## src/rtl/clk_div_gen_if.sv

```systemverilog
// Control and status bundle for clk_div_gen.
// The master drives the enable/ratio controls and the slave returns the divided clock and status.
interface clk_div_gen_if #(
  parameter int WIDTH = 8
);
  logic             en;
  logic             load;
  logic [WIDTH-1:0] div_in;
  logic             clk_out;
  logic             tick;
  logic [WIDTH-1:0] cur_div;

  modport master (
    output en, load, div_in,
    input  clk_out, tick, cur_div
  );

  modport slave (
    input  en, load, div_in,
    output clk_out, tick, cur_div
  );
endinterface

```

## src/rtl/clk_div_gen.sv

```systemverilog
// Programmable divider: registered divided clock plus a one-cycle tick on each clk_out rise.
// Ratio changes are deferred to the period boundary, so clk_out never produces a runt pulse.
module clk_div_gen #(
  parameter int WIDTH       = 8,
  parameter int DEFAULT_DIV = 4
) (
  input  logic          clk,
  input  logic          rst,
  clk_div_gen_if.slave  bus
);

  localparam logic [WIDTH-1:0] DEF_DIV = WIDTH'(DEFAULT_DIV);
  localparam logic [WIDTH-1:0] MIN_DIV = WIDTH'(2);
  localparam logic [WIDTH-1:0] ONE     = WIDTH'(1);

  logic [WIDTH-1:0] cnt_q, cnt_d;
  logic [WIDTH-1:0] act_div_q, act_div_d;
  logic [WIDTH-1:0] half_q, half_d;
  logic [WIDTH-1:0] pend_div_q, pend_div_d;
  logic             clk_out_q, clk_out_d;
  logic             tick_q, tick_d;
  logic             wrap;

  always_comb begin
    cnt_d      = cnt_q;
    act_div_d  = act_div_q;
    half_d     = half_q;
    pend_div_d = pend_div_q;
    tick_d     = 1'b0;
    wrap       = bus.en && (cnt_q == act_div_q - ONE);

    // The wrap consumes pend_div_q as it stood before this edge, even if load is also high now.
    if (bus.load) begin
      pend_div_d = (bus.div_in < MIN_DIV) ? MIN_DIV : bus.div_in;
    end

    if (bus.en) begin
      if (wrap) begin
        cnt_d     = '0;
        act_div_d = pend_div_q;
        half_d    = pend_div_q >> 1;
        tick_d    = 1'b1;
      end else begin
        cnt_d = cnt_q + ONE;
      end
    end

    clk_out_d = (cnt_d < half_d);
  end

  always_ff @(posedge clk) begin
    if (rst) begin
      cnt_q      <= DEF_DIV - ONE;
      act_div_q  <= DEF_DIV;
      half_q     <= DEF_DIV >> 1;
      pend_div_q <= DEF_DIV;
      clk_out_q  <= 1'b0;
      tick_q     <= 1'b0;
    end else begin
      cnt_q      <= cnt_d;
      act_div_q  <= act_div_d;
      half_q     <= half_d;
      pend_div_q <= pend_div_d;
      clk_out_q  <= clk_out_d;
      tick_q     <= tick_d;
    end
  end

  assign bus.clk_out = clk_out_q;
  assign bus.tick    = tick_q;
  assign bus.cur_div = act_div_q;

endmodule

```

## src/flat_wrapper.sv

```systemverilog
// flat-port wrapper written by rule: the top's interface ports become plain ports
module clk_div_gen_flat 
#(
  parameter int WIDTH       = 8,
  parameter int DEFAULT_DIV = 4
)
  (clk, rst, bus_en, bus_load, bus_div_in, bus_clk_out, bus_tick, bus_cur_div);
  clk_div_gen_if #(.WIDTH(WIDTH)) bus_i ();
  input  logic clk;
  input  logic rst;
  input wire logic [$bits(bus_i.en)-1:0] bus_en;
  input wire logic [$bits(bus_i.load)-1:0] bus_load;
  input wire logic [$bits(bus_i.div_in)-1:0] bus_div_in;
  output wire logic [$bits(bus_i.clk_out)-1:0] bus_clk_out;
  output wire logic [$bits(bus_i.tick)-1:0] bus_tick;
  output wire logic [$bits(bus_i.cur_div)-1:0] bus_cur_div;
  assign bus_i.en = bus_en;
  assign bus_i.load = bus_load;
  assign bus_i.div_in = bus_div_in;
  assign bus_clk_out = bus_i.clk_out;
  assign bus_tick = bus_i.tick;
  assign bus_cur_div = bus_i.cur_div;
  clk_div_gen #(.WIDTH(WIDTH), .DEFAULT_DIV(DEFAULT_DIV)) u_core (.clk(clk), .rst(rst), .bus(bus_i));
endmodule
```

## config.mk

```make
export PLATFORM = sky130hd
export DESIGN_NAME = clk_div_gen_flat
export DESIGN_NICKNAME = d
export VERILOG_FILES = /design/src/rtl/clk_div_gen_if.sv /design/src/rtl/clk_div_gen.sv /design/src/flat_wrapper.sv
export SDC_FILE = /design/constraint.sdc
export NUM_CORES = 1
export LEC_CHECK = 0
export BUFFER_PORTS_ARGS = -buffer_cell sky130_fd_sc_hd__buf_2
export CORE_UTILIZATION = 30
export CTS_CLUSTER_DIAMETER = 100
export DETAILED_ROUTE_END_ITERATION = 6
export HOLD_SLACK_MARGIN = 0.02
export PLACE_DENSITY = 0.49
export SETUP_SLACK_MARGIN = 0.4
export SLEW_MARGIN = 40
export SYNTH_ARGS = -nofsm -noshare
export SYNTH_HDL_FRONTEND = slang
export SYNTH_SLANG_ARGS = --single-unit
```

## constraint.sdc

```tcl
create_clock -name clk -period 4.12 [get_ports clk]
set_input_delay 0.618 -clock clk [delete_from_list [all_inputs] [get_ports clk]]
set_output_delay 0.618 -clock clk [all_outputs]
set_load 0.1 [all_outputs]
```

==> flow_metrics.py <==
metrics = {
    "die": {
        "die_width_um": 78.8,
        "floorplan.rows": 27,
        "coreArea_um2": 5610,
        "floorplan.initialDensity": 0.316,
        "die_area_um2": 6210,
        "io_pins": 22,
        "die_h_um": 78.8,
    },
    "timing": {
        "smallest_setup_slack_after_layout_ns": 0.864,
        "layout_worst_path_cycle_share": 0.790,
        "worst-slew-pin-transition_ns": 0.548,
        "fin_worst_skew_ns": 0.00308,
        "total_neg_setup_slack_ns": 0,
        "slew_violations": 0,
        "clock.fmax_mhz": 307,
        "timing.slew.headroom": 0.635,
        "finalHoldWorstSlack_ns": 0.480,
        "fin_crit_ns": 3.26,
        "setup_viol": 0,
        "rsz_0062_raised_after_global_routing": "no",
        "hold_fails_final_rpt": 0,
    },
    "clock_tree": {
        "number_of_cts_inserted_buffers": 5,
        "number_of_clock_sinks": 34,
        "clockRootBuffer": "clkbuf_8",
        "number_of_levels_the_h_tree_was_split_into": 2,
        "insertion_delay_ns": 0.28,
        "ctsLongestPathBuffers": 2,
        "cts_tree": "done",
        "clk_pin_slew_ns": 0.07,
        "cts_repair_resize_count": 0,
        "post_cts_setup_repair_buffer_count": 0,
        "cts_hold_buf": 0,
    },
    "setup_path": {
        "reg2regPathDepth": 12,
        "timing.rr.end": "u_core.bus.clk_out",
        "end_kind": "register",
        "worst_ep_required_time_ns": 4.33,
        "worst_path_arrival_ns": 3.47,
        "type_of_element_launching_the_critical_path": "register",
        "reg2reg_slack_ns": 0.86,
        "crit_type": "reg2reg",
        "crit_path_cell_trace": "inv_1, ha_1, and2_1, or4b_4, a22oi_2, nand3_1, and2_1, ha_1, a21o_1, a211oi_1, o21ai_0, a31oi_1",
        "timing.critical_path.fanout_max": 9,
        "startpoint_of_the_worst_register_to_register_path": "u_core.bus.cur_div[0]",
        "critical_path.slowest_cell": "or4b_4",
        "timing.critical_path.slowest_cell_delay_ns": 0.48,
    },
    "detailed_routing": {
        "via_count": 1548,
        "firstDrtPassIters": 4,
        "drc_errors": 0,
        "avgRoutedWirePerCell_um": 15.3,
        "routed_antenna_nets": 0,
        "detail_route.wirelength_mm": 4.46,
        "drt_first_iter_violations": 128,
        "viasPerCell": 5.30,
    },
    "flow_run": {
        "timing.max_cap.violations": 0,
    },
    "hold_path": {
        "worst_min_path_class": "reg2reg",
        "holdPathEnd": "u_core.half_q[1]",
        "hp-start": "u_core.half_q[1]",
        "hold_depth": 2,
    },
    "synthesis": {
        "synthesis.nets": 223,
        "number_of_different_library_cells_in_the_post_synthesis_netlist": 44,
        "post_synth_instance_area_um2": 1770,
        "synth_seq_cells": 34,
        "synth-main-ff-cell": "dfxtp_1",
        "synthesis.instances": 202,
        "yosysSeqAreaShare": 0.384,
        "yosysWarnings": 0,
        "syn_avg_cell_area_um2": 8.76,
        "synth_enable_flop_cells": 0,
        "async_reset_ff_frac": 0,
    },
    "final_layout": {
        "final_cell_area_um2": 1990,
        "fill_cells": 612,
        "antenna_cells": 0,
        "postLayoutCoreUtil": 0.355,
        "final_cells": 292,
        "syn2layout_area_growth_pct": 12.6,
        "finish.net_count": 241,
        "post_route_cells_drive_above_1_share": 0.159,
    },
    "power": {
        "vdd.ir_drop.worst_v": 0.000193,
        "cellPowerDensity_nw_per_um2": 519,
        "leakage_nw": 0.798,
        "total_power_mw": 1.03,
    },
    "place": {
        "pre_cts_ws_ns": 0.925,
        "placed_cell_area_um2": 1910,
        "place.port_buffers": 21,
        "detailedPlacementHpwl_mm": 3.20,
        "gp_congestion": 0.777,
        "place_inst": 285,
    },
    "status": {
        "run_status": "finished, final reports clean",
    },
    "global_route": {
        "grt_antenna_before_repair": 0,
        "globalRoute.totalOverflow": 0,
        "grt_first_pass_wirelength_mm": 7.40,
        "grt_pass1_vias": 1400,
        "grtUsageTotal": 0.159,
        "maximum_number_of_pins_on_one_net_before_global_route_repair": 28,
    },
}
[cells by family (layout without fill, tap and decap cells)]
family,Yosys count,in the layout,share of synthesized area
simple gates,71,71,0.216
compound gates,53,53,0.196
flops,34,34,0.384
buf+inv,16,34,0.0417
xor+xnor,13,13,0.0643
fa+ha+maj,9,9,0.0636
mux,6,6,0.0339
[cell usage after synthesis, drive strengths merged, types with 2 or more instances]
library cell	instances	area share
a211oi	2	0.0085
a21o	2	0.0085
a21oi	13	0.037
a31oi	2	0.0071
and2	8	0.028
and3	5	0.018
buf	4	0.016
clkbuf	6	0.013
dfxtp	34	0.38
ha	9	0.064
inv	6	0.013
mux2i	6	0.034
nand2	7	0.015
nand2b	2	0.0071
nand3	12	0.034
nand4	4	0.014
nor2	19	0.045
nor3	8	0.023
o2111ai	2	0.0099
o21ai	19	0.060
o22ai	3	0.011
o31ai	2	0.0085
or4	2	0.0085
xnor2	6	0.030
xor2	7	0.035
[worst max-delay path by stage]
stage,from,to,cells after the start
after floorplan,u_core.bus.cur_div[0],u_core.bus.clk_out,14
after global placement,u_core.bus.cur_div[0],u_core.bus.clk_out,12
after detailed placement,u_core.bus.cur_div[0],u_core.bus.clk_out,12
after CTS,u_core.bus.cur_div[0],u_core.bus.clk_out,12
after global routing,u_core.bus.cur_div[0],u_core.bus.clk_out,13
final,u_core.bus.cur_div[0],u_core.bus.clk_out,12
[cell type report]
cell class,count,area (µm²),area share
Clock inverter,2,10.0,0.00502
Sequential cell,34,681,0.341
Inverter,6,22.5,0.0113
Timing Repair Buffer,21,105,0.0527
Multi-Input combinational cell,152,1020,0.510
Tap cell,72,90.1,0.0452
Clock buffer,5,68.8,0.0345
[state kept, by name, indices dropped and copies added, names as in the netlist]
register,cells
u_core.bus.cur_div,8
u_core.cnt_q,8
u_core.half_q,8
u_core.pend_div_q,8
u_core.bus.clk_out,1
u_core.bus.tick,1
[per-layer routing]
metal	part of all wire	track usage
met2	0.46	0.233
met3	0.034	0.0414
met4	0.0056	0.0473
met5	0	0
met1	0.50	0.226
[layout by cell type, fill, tap and decap left out, types with 3 or more instances in the layout]
cell and n:
dfxtp_1 34, buf_2 21, nor2_1 18, a21oi_1 13, nand3_1 12, o21ai_1 10, ha_1 9, and2_1 8
o21ai_0 8, nor3_1 8, xor2_1 7, nand2_1 7, xnor2_1 6, inv_1 6, mux2i_1 6, and3_1 5
clkbuf_8 5, nand4_1 4, o22ai_1 3
[power breakdown]
group	internal, mW	switching (mW)
clock network	0.113	0.120
registers	0.359	0.0303
logic	0.117	0.295
total	0.589	0.445
[critical path, delay by kind of cell (launching register included)]
family / cells / cell delay (ns)
flip-flops: 1 / 0.39
buffers and inverters: 1 / 0.09
AO/OA/AOI/OAI: 5 / 1.09
adder cells (fa/ha/maj): 2 / 0.54
AND/OR/NAND/NOR: 4 / 1.08
(Power assumes the default switching activity.)
